[src/rtl/imm_encoder_if.sv]
// imm_encoder_if: request/result handshake bundle for the immediate encoder.
interface imm_encoder_if;
    logic        in_valid;
    logic        in_ready;
    logic [31:0] Value;
    logic [1:0]  ImmSrc;
    logic        out_valid;
    logic        out_ready;
    logic [23:0] Instr;
    logic        Fail;
    modport master (output in_valid, Value, ImmSrc, out_ready, input in_ready, out_valid, Instr, Fail);
    modport slave  (input in_valid, Value, ImmSrc, out_ready, output in_ready, out_valid, Instr, Fail);
endinterface

[src/rtl/imm_encoder.sv]
// imm_encoder: turns a 32-bit constant plus ImmSrc class into the 24-bit immediate field;
// DP constants are searched one rotation per cycle.
module imm_encoder (
    input  logic         clk,
    input  logic         reset_n,
    imm_encoder_if.slave bus
);
    typedef enum logic [1:0] {IDLE, SEARCH, DONE} state_t;
    state_t      state_q, state_d;
    logic [31:0] w_q, w_d;
    logic [3:0]  cnt_q, cnt_d;
    logic [1:0]  src_q, src_d;
    logic [23:0] instr_q, instr_d;
    logic        fail_q, fail_d, valid_q, valid_d;
    logic        dp_hit, mem_ok, b_ok;
    assign dp_hit = w_q[31:8] == 24'd0;
    assign mem_ok = w_q[31:12] == 20'd0;
    assign b_ok   = w_q[1:0] == 2'b00 && (&w_q[31:25] || ~|w_q[31:25]);
    always_comb begin
        state_d = state_q;
        w_d     = w_q;
        cnt_d   = cnt_q;
        src_d   = src_q;
        instr_d = instr_q;
        fail_d  = fail_q;
        valid_d = valid_q;
        case (state_q)
            IDLE: if (bus.in_valid) begin
                w_d     = bus.Value;
                src_d   = bus.ImmSrc;
                cnt_d   = 4'd0;
                state_d = SEARCH;
            end
            SEARCH: if (src_q == 2'b00 && !dp_hit && cnt_q != 4'd15) begin
                // W keeps the invariant Value == W[7:0] ROR (2*cnt)
                w_d   = {w_q[29:0], w_q[31:30]};
                cnt_d = cnt_q + 4'd1;
            end else begin
                state_d = DONE;
                valid_d = 1'b1;
                case (src_q)
                    2'b00:   begin fail_d = !dp_hit;  instr_d = dp_hit ? {12'd0, cnt_q, w_q[7:0]} : 24'd0; end
                    2'b01:   begin fail_d = !mem_ok;  instr_d = mem_ok ? {12'd0, w_q[11:0]} : 24'd0; end
                    2'b10:   begin fail_d = !b_ok;    instr_d = b_ok ? w_q[25:2] : 24'd0; end
                    default: begin fail_d = 1'b1;     instr_d = 24'd0; end
                endcase
            end
            DONE: if (bus.out_ready) begin
                state_d = IDLE;
                valid_d = 1'b0;
            end
            default: state_d = IDLE;
        endcase
    end
    always_ff @(posedge clk or negedge reset_n) begin
        if (!reset_n) begin
            state_q <= IDLE;
            w_q     <= '0;
            cnt_q   <= '0;
            src_q   <= '0;
            instr_q <= '0;
            fail_q  <= 1'b0;
            valid_q <= 1'b0;
        end else begin
            state_q <= state_d;
            w_q     <= w_d;
            cnt_q   <= cnt_d;
            src_q   <= src_d;
            instr_q <= instr_d;
            fail_q  <= fail_d;
            valid_q <= valid_d;
        end
    end
    assign bus.in_ready  = state_q == IDLE;
    assign bus.out_valid = valid_q;
    assign bus.Instr     = instr_q;
    assign bus.Fail      = fail_q;
endmodule

[src/flat_wrapper.sv]
// flat-port wrapper written by rule: the top's interface ports become plain ports
module imm_encoder_flat 
  (clk, reset_n, bus_in_valid, bus_Value, bus_ImmSrc, bus_out_ready, bus_in_ready, bus_out_valid, bus_Instr, bus_Fail);
  imm_encoder_if bus_i ();
  input  logic clk;
  input  logic reset_n;
  input wire logic [$bits(bus_i.in_valid)-1:0] bus_in_valid;
  input wire logic [$bits(bus_i.Value)-1:0] bus_Value;
  input wire logic [$bits(bus_i.ImmSrc)-1:0] bus_ImmSrc;
  input wire logic [$bits(bus_i.out_ready)-1:0] bus_out_ready;
  output wire logic [$bits(bus_i.in_ready)-1:0] bus_in_ready;
  output wire logic [$bits(bus_i.out_valid)-1:0] bus_out_valid;
  output wire logic [$bits(bus_i.Instr)-1:0] bus_Instr;
  output wire logic [$bits(bus_i.Fail)-1:0] bus_Fail;
  assign bus_i.in_valid = bus_in_valid;
  assign bus_i.Value = bus_Value;
  assign bus_i.ImmSrc = bus_ImmSrc;
  assign bus_i.out_ready = bus_out_ready;
  assign bus_in_ready = bus_i.in_ready;
  assign bus_out_valid = bus_i.out_valid;
  assign bus_Instr = bus_i.Instr;
  assign bus_Fail = bus_i.Fail;
  imm_encoder u_core (.clk(clk), .reset_n(reset_n), .bus(bus_i));
endmodule
[config.mk]
export PLATFORM = sky130hd
export DESIGN_NAME = imm_encoder_flat
export DESIGN_NICKNAME = d
export VERILOG_FILES = /design/src/rtl/imm_encoder_if.sv /design/src/rtl/imm_encoder.sv /design/src/flat_wrapper.sv
export SDC_FILE = /design/constraint.sdc
export NUM_CORES = 1
export LEC_CHECK = 0
export BUFFER_PORTS_ARGS = -buffer_cell sky130_fd_sc_hd__buf_2
export CELL_PAD_IN_SITES_DETAIL_PLACEMENT = 0
export CELL_PAD_IN_SITES_GLOBAL_PLACEMENT = 1
export CORE_AREA = 2 2 113 115
export DETAILED_ROUTE_END_ITERATION = 16
export DIE_AREA = 0 0 115 117
export PLACE_DENSITY_LB_ADDON = 0.1
export SETUP_SLACK_MARGIN = 0.5
export SYNTH_ARGS = -nofsm -noshare
export SYNTH_HDL_FRONTEND = slang
export SYNTH_SLANG_ARGS = --single-unit
[constraint.sdc]
create_clock -name clk -period 2.9 [get_ports clk]
set_input_delay 0.58 -clock clk [delete_from_list [all_inputs] [get_ports clk]]
set_output_delay 0.58 -clock clk [all_outputs]
set_load 0.1 [all_outputs]
==> results.yml <==
logic_synthesis:
  synthSimpleGateAreaFrac_pct: 8.60
  synth.area.top_cells: "dfrtp_1 (55%), a22o_1 (10%), o22a_1 (9.6%), o21a_1 (8.0%), nand2_1 (1.9%)"
  synth_xor_area_share_pct: 0
  synth.distinct_cells: 33
  async_flop_share_pct: 100
  synth_commonest_cells: "dfrtp_1 (66), a22o_1 (35), o22a_1 (33)"
  synth_seq_cells: 66
  ys_warn_count: 0
  yosysMostFrequentCell: "dfrtp_1"
  synth_fa_ha_area_share_pct: 0.418
  yosys.area.top_type: "dfrtp_1"
  syn_area_sq_um: 3000
  synth_cells: 256
  synth_fp_nets: 295
  ys.flop_type: "dfrtp_1"
  synth_edf_count: 0
  avgSynthCellArea_sq_um: 11.7
  synth_top_family_by_area: "compound AO/OA/AOI/OAI gates"
  yosys.area.top_type_share_pct: 55.1
  synth_compound_area_share_pct: 31.8
  synth_seq_area_share_pct: 55.1
  synth.area.mux_share_pct: 0.752
floorplanning:
  fp.dieW_microns: 115
  core-area_sq_um: 12300
  dieArea_sq_um: 13500
  dieHeight_microns: 117
  rows: 41
  ios: 65
  initial_utilization_pct: 24.3
timing:
  period_share_pct: 81.3
  slew_headroom_pct: 43.7
  rsz0062_at_grt: "true"
  setup_tns_ps: 0
  finalSetupViolCount: 0
  period_needed_ps: 2360
  worst_pin_slew_ps: 842
  fmax_ghz: 0.424
  hold_viol: 0
  maxSlewViolCount: 0
  skew_ps: 6.25
pwr:
  p_total_w: 0.00440
  comb_power_share_pct: 39.6
  p_seq_share_pct: 35.3
  p_sw_share_pct: 37.2
  power_density_nw_per_um2: 1040
  intPower_w: 0.00276
  pwr-share-clk_pct: 25.0
  p_leak_nw: 1.85
  ir_worst_vdd_mv: 0.349
  power.switching_w: 0.00164
critical_path:
  startpoint: "u_core.w_q[28]"
  cp-start-kind: "register"
  cp_data_required_time_ps: 3110
  path_max_fanout: 7
  r2r-start: "u_core.w_q[28]"
  worstSetupPathType: "register to register"
  crit_path_end_kind: "register"
  worst-endpoint-arrival_ps: 2570
routing:
  postRouteAntennaNets: 0
  wl_microns: 9450
  vias: 2516
  wire_per_inst_microns: 18.9
  firstDrtPassIters: 4
  drt_iter0_drc: 123
  drc: 0
  via_per_inst: 5.03
placed_design:
  io_buffers: 64
  place.gp.congestion: 0.726
  dp_hpwl_microns: 5830
cells_and_area:
  area_delta_synth_final_pct: 41.3
  final_core_util_pct: 34.4
  antenna_cells: 0
  fill_cells: 1256
  drive_gt1_share_pct: 35.7
  layout.nets: 384
global_routing:
  grt_pass1_vias: 2540
  antenna_found_initial: 0
  grt_max_degree: 38
  track_usage_pct: 14.6
  grt-ovfl-total: 0
  grt_pass1_wl_microns: 14700
cts:
  clockBufferDepth: 2
  cts_inserted_buffers: 9
  tritoncts: "done"
  clockRootBuffer: "clkbuf_16"
  cts.reportedPaths.clkPinSlew_ps: 50
  cts.sinks: 66
  clock_latency_ps: 330
  htree_num_levels: 3
job:
  max_cap_violations: 0
hold_path:
  min_path_type: "primary input to async pin"
run_status:
  status: "finished clean"
path summary, 6_finish.rpt:
check                      slack (ps)                  end  depth (start not counted)
setup / recovery                  540        u_core.w_q[7]                          7
hold / removal                    330       u_core.w_q[10]                          1
setup reg to reg                  540        u_core.w_q[7]                          7
hold reg to reg                   490  u_core.bus.Instr[9]                          1
max in group asynchronous        1900       u_core.w_q[27]                          2
min in group clk                  460    u_core.state_q[1]                          2
final cells by class:
class,instances,area [sq um],area share (%)
clock inverters,2,35.0,0.828
multi-input cells,169,1320,31.2
inverters,3,11.3,0.266
flip-flops and latches,66,1650,39.1
clock buffers,14,264,6.24
repair buffers,96,761,18.0
well taps,150,188,4.44
per-layer routing:
layer | part of all wire, % | track usage, % | wire [microns] | vias up
li1 | - | - | - | 1183
met1 | 49 | 19.7 | 4670 | 1260
met2 | 46 | 22.7 | 4330 | 66
met3 | 4.1 | 3.96 | 386 | 7
met4 | 0.74 | 4.98 | 70 | 0
met5 | 0 | 0 | 0 | -
kinds of logic after synthesis:
kind of cell,after synthesis
AOI/OAI and AO/OA,117
buffers and inverters,21
adders and majority gates,1
muxes,2
and+or+nand+nor,49
DFF,66
registers in the layout (all words and copies together), names as in the netlist:
register              flops
u_core.w_q               32
u_core.bus.Instr         24
u_core.cnt_q              4
u_core.src_q              2
u_core.state_q            2
u_core.bus.Fail           1
u_core.bus.out_valid      1
timing repair:
action / CTS / global route
pin swaps: 0 / 7
setup endpoints to repair: 55 / 60
hold buffers: 0 / 0
setup buffers: 3 / 11
resized for setup: 16 / 11
gates cloned: 4 / 2
power by group through the flow:
stage / Combinational (W) / Clock [W] / Sequential (W)
final: 0.00174 / 0.00110 / 0.00155
after global routing: 0.00187 / 0.00117 / 0.00160
after CTS: 0.00158 / 0.00113 / 0.00156
after detailed placement: 0.00130 / 0 / 0.00156
after global placement: 0.00130 / 0 / 0.00157
after floorplan: 0.000836 / 0 / 0.00157
layout by cell type, fill, tap and decap left out, types with 2 or more instances in the layout:
master,instances
buf_2,64
dfrtp_1,64
a22o_1,35
o22a_1,32
o21a_1,32
buf_4,16
nand2_1,14
clkbuf_16,11
nand3_1,8
o21ai_0,7
buf_12,5
nor2_1,4
or3_1,4
buf_16,4
buf_6,4
nor4_1,3
nand2b_1,3
inv_1,3
clkbuf_1,3
nor3_1,2
nand4_1,2
or4_4,2
o21ai_1,2
mux2_2,2
o211ai_1,2
clkbuf_8,2
dfrtp_2,2
per-stage QoR:
stage | worst slack, ps | hold slack (ps) | cell area [sq um] | std cells
after floorplan | 588 | 284 | 3000 | 256
after global placement | 284 | 474 | 3560 | 464
after detailed placement | 289 | 474 | 3560 | 464
after CTS | 457 | 353 | 4060 | 487
after global routing | 483 | 393 | 4230 | 500
final | 541 | 330 | 4230 | 500
critical path: stages (launching register included):
cell and delay (ps):
dfrtp_1 410, or4_4 570, or2_4 250, o311ai_4 350
buf_12 180, nand2_8 90, clkbuf_16 230, o21a_1 160
Note: power is estimated with default switching activity, not from simulation.
